===== src/rtl/mem_ctrl_pkg.sv =====
// mem_ctrl_pkg: size encodings, sequencer states and transfer helpers
package mem_ctrl_pkg;
    localparam logic [1:0] SZ_BYTE = 2'b00;
    localparam logic [1:0] SZ_HALF = 2'b01;
    localparam logic [1:0] SZ_WORD = 2'b10;

    typedef enum logic [2:0] {IDLE, RD, RD_LAST, WR, DONE} state_t;

    // 2'b11 falls through to a word transfer
    function automatic logic [2:0] nbytes(input logic [1:0] size);
        return size == SZ_BYTE ? 3'd1 : size == SZ_HALF ? 3'd2 : 3'd4;
    endfunction

    function automatic logic is_misaligned(input logic [1:0] size, input logic [1:0] addr);
        return size == SZ_BYTE ? 1'b0 : size == SZ_HALF ? addr[0] : addr != 2'b00;
    endfunction
endpackage


===== src/rtl/mem_port_arb.sv =====
// mem_port_arb: two-port grant that alternates priority on a tie
module mem_port_arb (
    input  logic clk,
    input  logic reset,
    input  logic en,
    input  logic if_req,
    input  logic d_req,
    output logic gnt_valid,
    output logic gnt_d
);
    logic last_d;
    assign gnt_valid = en & (if_req | d_req);
    assign gnt_d = d_req & (~if_req | ~last_d);
    always_ff @(posedge clk) begin
        if (!reset)
            last_d <= 1'b0;
        else if (gnt_valid)
            last_d <= gnt_d;
    end
endmodule


===== src/rtl/mem_access_ctrl.sv =====
// mem_access_ctrl: arbitrates fetch/data ports onto a byte-wide synchronous RAM,
// sequencing word/half/byte transfers as big-endian byte accesses.
module mem_access_ctrl
    import mem_ctrl_pkg::*;
#(
    parameter int ADDR_W = 9,
    parameter int DEPTH  = 512
) (
    input  logic              clk,
    input  logic              reset,
    input  logic              if_req,
    input  logic [ADDR_W-1:0] if_addr,
    output logic [31:0]       if_rdata,
    output logic              if_ack,
    input  logic              d_req,
    input  logic              d_we,
    input  logic [1:0]        d_size,
    input  logic [ADDR_W-1:0] d_addr,
    input  logic [31:0]       d_wdata,
    output logic [31:0]       d_rdata,
    output logic              d_ack,
    output logic              misalign,
    output logic [ADDR_W-1:0] mar,
    output logic [7:0]        ram_wdata,
    output logic              ram_we,
    input  logic [7:0]        ram_rdata,
    output logic              busy
);
    if (DEPTH != (1 << ADDR_W)) begin : g_depth_check
        $error("DEPTH must equal 2**ADDR_W");
    end

    state_t state, nxt;
    logic gnt_valid, gnt_d, gnt_d_r, mis_r, sel_we, sel_mis;
    logic [1:0] cnt, last_idx, sel_size;
    logic [ADDR_W-1:0] sel_addr;
    logic [23:0] rsh;
    logic [31:0] wsh;

    mem_port_arb u_arb (
        .clk(clk), .reset(reset), .en(state == IDLE),
        .if_req(if_req), .d_req(d_req), .gnt_valid(gnt_valid), .gnt_d(gnt_d)
    );

    assign sel_size = gnt_d ? d_size : SZ_WORD;
    assign sel_addr = gnt_d ? d_addr : if_addr;
    assign sel_we   = gnt_d & d_we;
    assign sel_mis  = is_misaligned(sel_size, sel_addr[1:0]);

    assign busy      = state != IDLE;
    assign ram_we    = state == WR && reset;
    assign ram_wdata = wsh[31:24];
    assign if_ack    = state == DONE && !gnt_d_r;
    assign d_ack     = state == DONE && gnt_d_r;
    assign misalign  = state == DONE && mis_r;

    always_comb begin
        nxt = state;
        case (state)
            IDLE:    nxt = !gnt_valid ? IDLE : sel_mis ? DONE : sel_we ? WR : RD;
            RD:      nxt = cnt == last_idx ? RD_LAST : RD;
            RD_LAST: nxt = DONE;
            WR:      nxt = cnt == last_idx ? DONE : WR;
            default: nxt = IDLE;
        endcase
    end

    always_ff @(posedge clk) begin
        if (!reset) begin
            state    <= IDLE;
            gnt_d_r  <= 1'b0;
            mis_r    <= 1'b0;
            cnt      <= '0;
            last_idx <= '0;
            mar      <= '0;
            rsh      <= '0;
            wsh      <= '0;
            if_rdata <= '0;
            d_rdata  <= '0;
        end else begin
            state <= nxt;
            case (state)
                IDLE: if (gnt_valid) begin
                    gnt_d_r  <= gnt_d;
                    mis_r    <= sel_mis;
                    last_idx <= 2'(nbytes(sel_size) - 3'd1);
                    cnt      <= '0;
                    rsh      <= '0;
                    if (!sel_mis)
                        mar <= sel_addr;
                    // store data is left-justified so the MSB-first byte is always wsh[31:24]
                    if (sel_we && !sel_mis)
                        wsh <= sel_size == SZ_BYTE ? {d_wdata[7:0], 24'b0} :
                               sel_size == SZ_HALF ? {d_wdata[15:0], 16'b0} : d_wdata;
                end
                RD: begin
                    if (cnt != 2'd0)
                        rsh <= {rsh[15:0], ram_rdata};
                    if (cnt != last_idx) begin
                        mar <= mar + ADDR_W'(1);
                        cnt <= cnt + 2'd1;
                    end
                end
                RD_LAST: begin
                    if (gnt_d_r)
                        d_rdata <= {rsh, ram_rdata};
                    else
                        if_rdata <= {rsh, ram_rdata};
                end
                WR: if (cnt != last_idx) begin
                    mar <= mar + ADDR_W'(1);
                    cnt <= cnt + 2'd1;
                    wsh <= {wsh[23:0], 8'b0};
                end
                default: ;
            endcase
        end
    end
endmodule


===== config.mk =====
export PLATFORM = sky130hd
export DESIGN_NAME = mem_access_ctrl
export DESIGN_NICKNAME = d
export VERILOG_FILES = /design/src/rtl/mem_ctrl_pkg.sv /design/src/rtl/mem_port_arb.sv /design/src/rtl/mem_access_ctrl.sv
export SDC_FILE = /design/constraint.sdc
export NUM_CORES = 1
export LEC_CHECK = 0
export ABC_AREA = 1
export CORE_MARGIN = 2
export CORE_UTILIZATION = 45
export CTS_CLUSTER_DIAMETER = 200
export DETAILED_ROUTE_END_ITERATION = 12
export PLACE_DENSITY = 0.74
export SETUP_SLACK_MARGIN = 0.2
export SLEW_MARGIN = 20
export SYNTH_ARGS = -nofsm -noshare
export SYNTH_HDL_FRONTEND = slang
export SYNTH_HIERARCHICAL = 1
export SYNTH_SLANG_ARGS = --single-unit

===== constraint.sdc =====
create_clock -name clk -period 4.04 [get_ports clk]
set_input_delay 0.606 -clock clk [delete_from_list [all_inputs] [get_ports clk]]
set_output_delay 0.606 -clock clk [all_outputs]
set_load 0.01 [all_outputs]

Word level (Yosys, flattened, before mapping)
Cells that the tools add are included.
- flip-flop bits (word level): 139
- input bits: 65
- output and inout port bits: 86
- word-level logic and storage cells: 86
- $add $sub $neg: 3
- eq/ne operators: 13
- mux-type cells: 28
- bitwise operators: 8
- reduce and logical (&&, ||, !) cells: 23
- operator list (cell ; count):
    $mux W32 ; 5
    $pmux W32 S2 ; 1
    $mux W24 ; 2
    $pmux W24 S2 ; 1
    $mux W9 ; 4
    $pmux W9 S2 ; 1
    $mux W2 ; 7
    $pmux W3 S4 ; 1
    $reduce_bool A2 Y1 ; 5
    $add A9 B1 Y9 const B ; 1
    $mux W3 ; 3
    $ne A2 B2 Y1 const B ; 4
    $reduce_and A4 Y1 ; 2
    $eq A3 B2 Y1 const B ; 2
    $reduce_and A2 Y1 ; 3
    $reduce_and A3 Y1 ; 2
    $logic_and A1 B1 Y1 ; 5
    $ne A2 B1 Y1 const B ; 2
    $pmux W2 S2 ; 1
    $and A1 B1 Y1 ; 3
    $eq A3 B1 Y1 const B ; 1
    $eq A3 B3 Y1 const B ; 1
    $logic_not A3 Y1 ; 1
    $not A1 Y1 ; 3
    11 further kinds ; 14

Logic depth before layout (Yosys ltp)
- word-level depth: 12
- gate-level depth with buffers: 14
- mapped depth without buffers: 12

Hierarchy
Netlist, hierarchy kept.
- by module, submodules not included (module ; times used ; cells an instance ; area an instance (µm²) ; sequential area each (µm²)):
    mem_access_ctrl ; 1 ; 887 ; 6167.2 ; 2762.6
    mem_port_arb ; 1 ; 9 ; 65.1 ; 20.0

Least setup slack after synthesis
No wires, ideal clock.
- path kind: input -> register
- start: input d_req
- end: register wsh[13]
- setup time: 0.113 ns
- data arrival time: 1.954 ns
- required time: 3.927 ns
- setup slack: 1.973 ns
- stages: 11
- path buffers: 1
- cell sequence: a21boi_0 > nand3_1 > nand2_1 > nand2_1 > nand2_2 > nand3_4 > nand2_2 > buf_6 > nand2_1 > nand2_1 > nor2_1
- word-level cells in the longest chain between the ends: 9
- elaborated cells between the ends (all ways): 21
- those cells by class: 3 x eq/ne; 9 x mux; 4 x bitwise; 5 x reduce/logical
- ends and longest elaborated chain (what ; RTL line ; text):
    start: declaration ; mem_access_ctrl.sv:15 ; input logic d_req,
    $and A1 B1 Y1 ; mem_port_arb.sv:13 ; assign gnt_d = d_req & (~if_req | ~last_d);
    $mux W2 / $mux W9 (equally long branches) ; mem_access_ctrl.sv:45, mem_access_ctrl.sv:46 ;
    $eq A2 B1 Y1 / $reduce_bool A2 Y1 (equally long branches) ; mem_ctrl_pkg.sv:15, mem_access_ctrl.sv:94 ;
    $mux W1 (2 in series) ; mem_ctrl_pkg.sv:15 ; return size == SZ_BYTE ? 1'b0 : size == SZ_HALF ? addr[0] : addr != 2'b00;
    $logic_not A1 Y1 ; mem_access_ctrl.sv:92 ; if (sel_we && !sel_mis)
    $logic_and A1 B1 Y1 ; mem_access_ctrl.sv:92 ;
    $ne A2 B2 Y1 (no line) ; n/a ;
    $reduce_and A4 Y1 (no line) ; n/a ;
    end signal: assignment ; mem_access_ctrl.sv:93 ; wsh <= sel_size == SZ_BYTE ? {d_wdata[7:0], 24'b0} :
    end signal: assignment ; mem_access_ctrl.sv:113 ; wsh <= {wsh[23:0], 8'b0};
    end: declaration ; mem_access_ctrl.sv:38 ; logic [31:0] wsh;
Several ways; a longest one is shown, not always the timed one. The select of a mux whose other input is x is not followed.
A chain may end at the register's enable or synchronous reset.

Final worst setup path
- start: register state[0]
- end: output ram_we
- word-level cells in the longest chain between the ends: 2
- ends and longest elaborated chain (what ; RTL line ; text):
    start: declaration ; mem_access_ctrl.sv:33 ; state_t state, nxt;
    start signal: assignment ; mem_access_ctrl.sv:81 ; state <= nxt;
    $eq A3 B2 Y1 ; mem_access_ctrl.sv:51 ; assign ram_we = state == WR && reset;
    $logic_and A1 B1 Y1 ; mem_access_ctrl.sv:51 ;
    end: declaration ; mem_access_ctrl.sv:25 ; output logic ram_we,
Every way passes these cells.

==> results.yml <==
drt:
  vias: 5985
  firstDrtPassIters: 6
  ant_nets: 0
  remaining_drc_errors: 0
  drt_wl_total_mm: 15.3
  wl_per_cell_um: 12.8
  drt_iter0_drc: 442
  via_per_inst: 4.98
sta:
  fin_skew_ns: 0.00665
  tns_ns: 0
  final-hold-violation-count: 0
  rsz0062_at_grt: "no"
  max_freq_ghz: 0.288
  fin_crit_sh: 0.859
  slew_headroom: 0.304
  period_minus_slack_ns: 3.47
  setup_viol: 0
  finalMaxSlewViolations: 0
  worst_pin_slew_ns: 1.04
synthesis:
  yosysSeqAreaShare: 0.446
  syn_area_sq_mm: 0.00623
  yosys_warnings: 6
  syn_avg_cell_area_sq_um: 6.96
  ys_types: 31
  syn_inst: 896
  synth_top_area_share: 0.446
  syn-num-nets: 963
  synth_top_area_cell: "dfxtp_1"
  synthTopCellsByArea: "dfxtp_1, o21ai_0, nand2_1"
  synth-seq-cells: 139
finish:
  nets: 1077
  syn_to_final_growth_pct: 33.3
  final_common_cell: "nand2_1"
  n_antenna_cell: 0
  fillers: 1270
  layout_common_cells: "nand2_1, clkdlybuf4s50_1, dfxtp_1"
  design_area_sq_mm: 0.00831
  drive_above_1_share: 0.0568
worst_setup_path:
  r2r_start: "u_arb/last_d"
  reg2reg_to: "wsh[8]"
  max_stage_delay_ns: 0.59
  cp.required_ns: 3.43
  start_kind: "register"
  cp-end-kind: "primary output"
  rrSetupSlack_ns: 1.33
  rr_worst_depth: 11
  path_class: "register to primary output"
  crit_fanout: 19
  cp.arrival_ns: 2.86
  crit_chain: "nand2_1, inv_1, nand2_1, nor2_1, clkdlybuf4s50_1"
  crit_top_cell: "nand2_1"
  slowest_stage: "clkdlybuf4s50_1"
die:
  initial_utilization: 0.454
  die_h_um: 122
  core_area_sq_mm: 0.0137
  dieArea_sq_mm: 0.0148
  die_width_um: 122
  rows: 43
  ios: 151
clock_tree:
  cts_sinks: 139
  post_cts_buffers: 0
  cts_resized: 0
  clk_pin_slew_ns: 0.06
  clock_tree.root_cell: "clkbuf_16"
  h-tree-depth: 4
  clk_latency_ns: 0.42
  ctsHoldBuffers: 0
  cts_buffers: 17
  cts_tree: "yes"
  cts_buffer_depth: 2
power:
  vdd_drop_max_uv: 272
  power_density_mw_per_mm2: 512
  p_leak_nw: 3.38
global_route:
  grtUsageTotal: 0.211
  grt_start_max_net_pins: 88
  overflow: 0
  first_global_vias: 5145
  grt_pass1_wl_mm: 25.0
  antenna_found_initial: 0
hold_path:
  hold_start: "d_rdata[24]"
  hp-class: "register to register"
  hold_path_depth: 2
  hold_end: "d_rdata[24]"
placement:
  port_buffers: 150
  hpwl_mm: 10.1
  placed_cell_area_sq_mm: 0.00770
  gp_congestion: 0.855
job:
  maxCapViolCount: 0
status:
  run_status: "finished, final reports clean"
[metrics by stage]
step           hold WS, ns  cells  setup WS, ns  power [mW]  utilization
6_report             0.442   1202         0.570        4.26        0.606
5_1_grt              0.460   1202         0.345        4.49        0.606
4_1_cts              0.444   1202         0.564        4.28        0.606
3_5_place_dp         0.436   1171         0.514        2.68        0.562
3_3_place_gp         0.432   1171         0.658        2.67        0.562
2_1_floorplan        0.454    896          1.97        2.32            -
[layer usage]
| metal | track usage | up-vias | share of wire |
|---|---|---|---|
| met5 | 0 | - | 0 |
| met1 | 0.282 | 2682 | 0.45 |
| met3 | 0.0459 | 19 | 0.057 |
| met2 | 0.336 | 186 | 0.47 |
| li1 | - | 3098 | - |
| met4 | 0.0783 | 0 | 0.017 |
[cell families (layout without fill, tap and decap cells)]
family | count (synthesis) | count (layout) | synth area share
adders and majority gates | 2 | 2 | 0.00401
muxes | 1 | 1 | 0.00161
and+or+nand+nor | 326 | 326 | 0.217
DFF | 139 | 139 | 0.446
AOI/OAI and AO/OA | 260 | 260 | 0.216
xor gates and xnor gates | 2 | 2 | 0.00281
buffers and inverters | 166 | 292 | 0.113
[registers in the layout, indices dropped and copies added (netlist names)]
signal,flops
cnt,2
d_rdata,32
gnt_d_r,1
if_rdata,32
last_idx,2
mar,9
mis_r,1
rsh,24
state,3
u_arb/last_d,1
wsh,32
[power breakdown]
part,switching (mW),internal (mW),leakage (nW),total [mW]
registers,0.173,1.57,1.13,1.74
clock network,0.565,1.03,0.296,1.59
logic,0.526,0.395,1.95,0.920
[Yosys cell counts]
master	number
a21boi_0	1
a21oi_1	116
a21oi_2	1
a22oi_1	8
a31oi_1	3
buf_1	1
buf_2	15
buf_4	10
buf_6	3
clkbuf_1	32
clkinv_1	1
dfxtp_1	139
ha_1	2
inv_1	97
inv_2	7
mux2i_1	1
nand2_1	155
nand2_2	4
nand3_1	13
nand3_4	1
nand3b_1	14
nand4_1	4
nor2_1	129
nor2_2	2
nor2_4	2
o211ai_1	1
o21ai_0	126
o21ai_2	2
o22ai_1	2
or2_2	2
xnor2_1	2
[worst max path at each step]
stage / from / end / slack (ns)
after global routing: state[0] / ram_we / 0.34
after global placement: d_req / wsh[24] / 0.66
after floorplan: d_req / wsh[13] / 1.97
after detailed placement: d_req / wsh[8] / 0.51
after CTS: state[0] / ram_we / 0.56
final: state[0] / ram_we / 0.57
[worst max-delay path, delay by kind of cell, from the launching register on]
family	cells	cell delay, ns
flip-flops	1	0.36
buffers and inverters	2	0.99
AND/OR/NAND/NOR	3	1.09
[final cells by class]
class                   count  area, sq um  area share
flip-flops and latches    139         2780       0.335
clock inverters             7          113      0.0136
clock buffers              24          492      0.0592
inverters                 105          394      0.0474
multi-input cells         591         2760       0.332
repair buffers            156         1540       0.186
well taps                 180          225      0.0271
(Power assumes the default switching activity.)
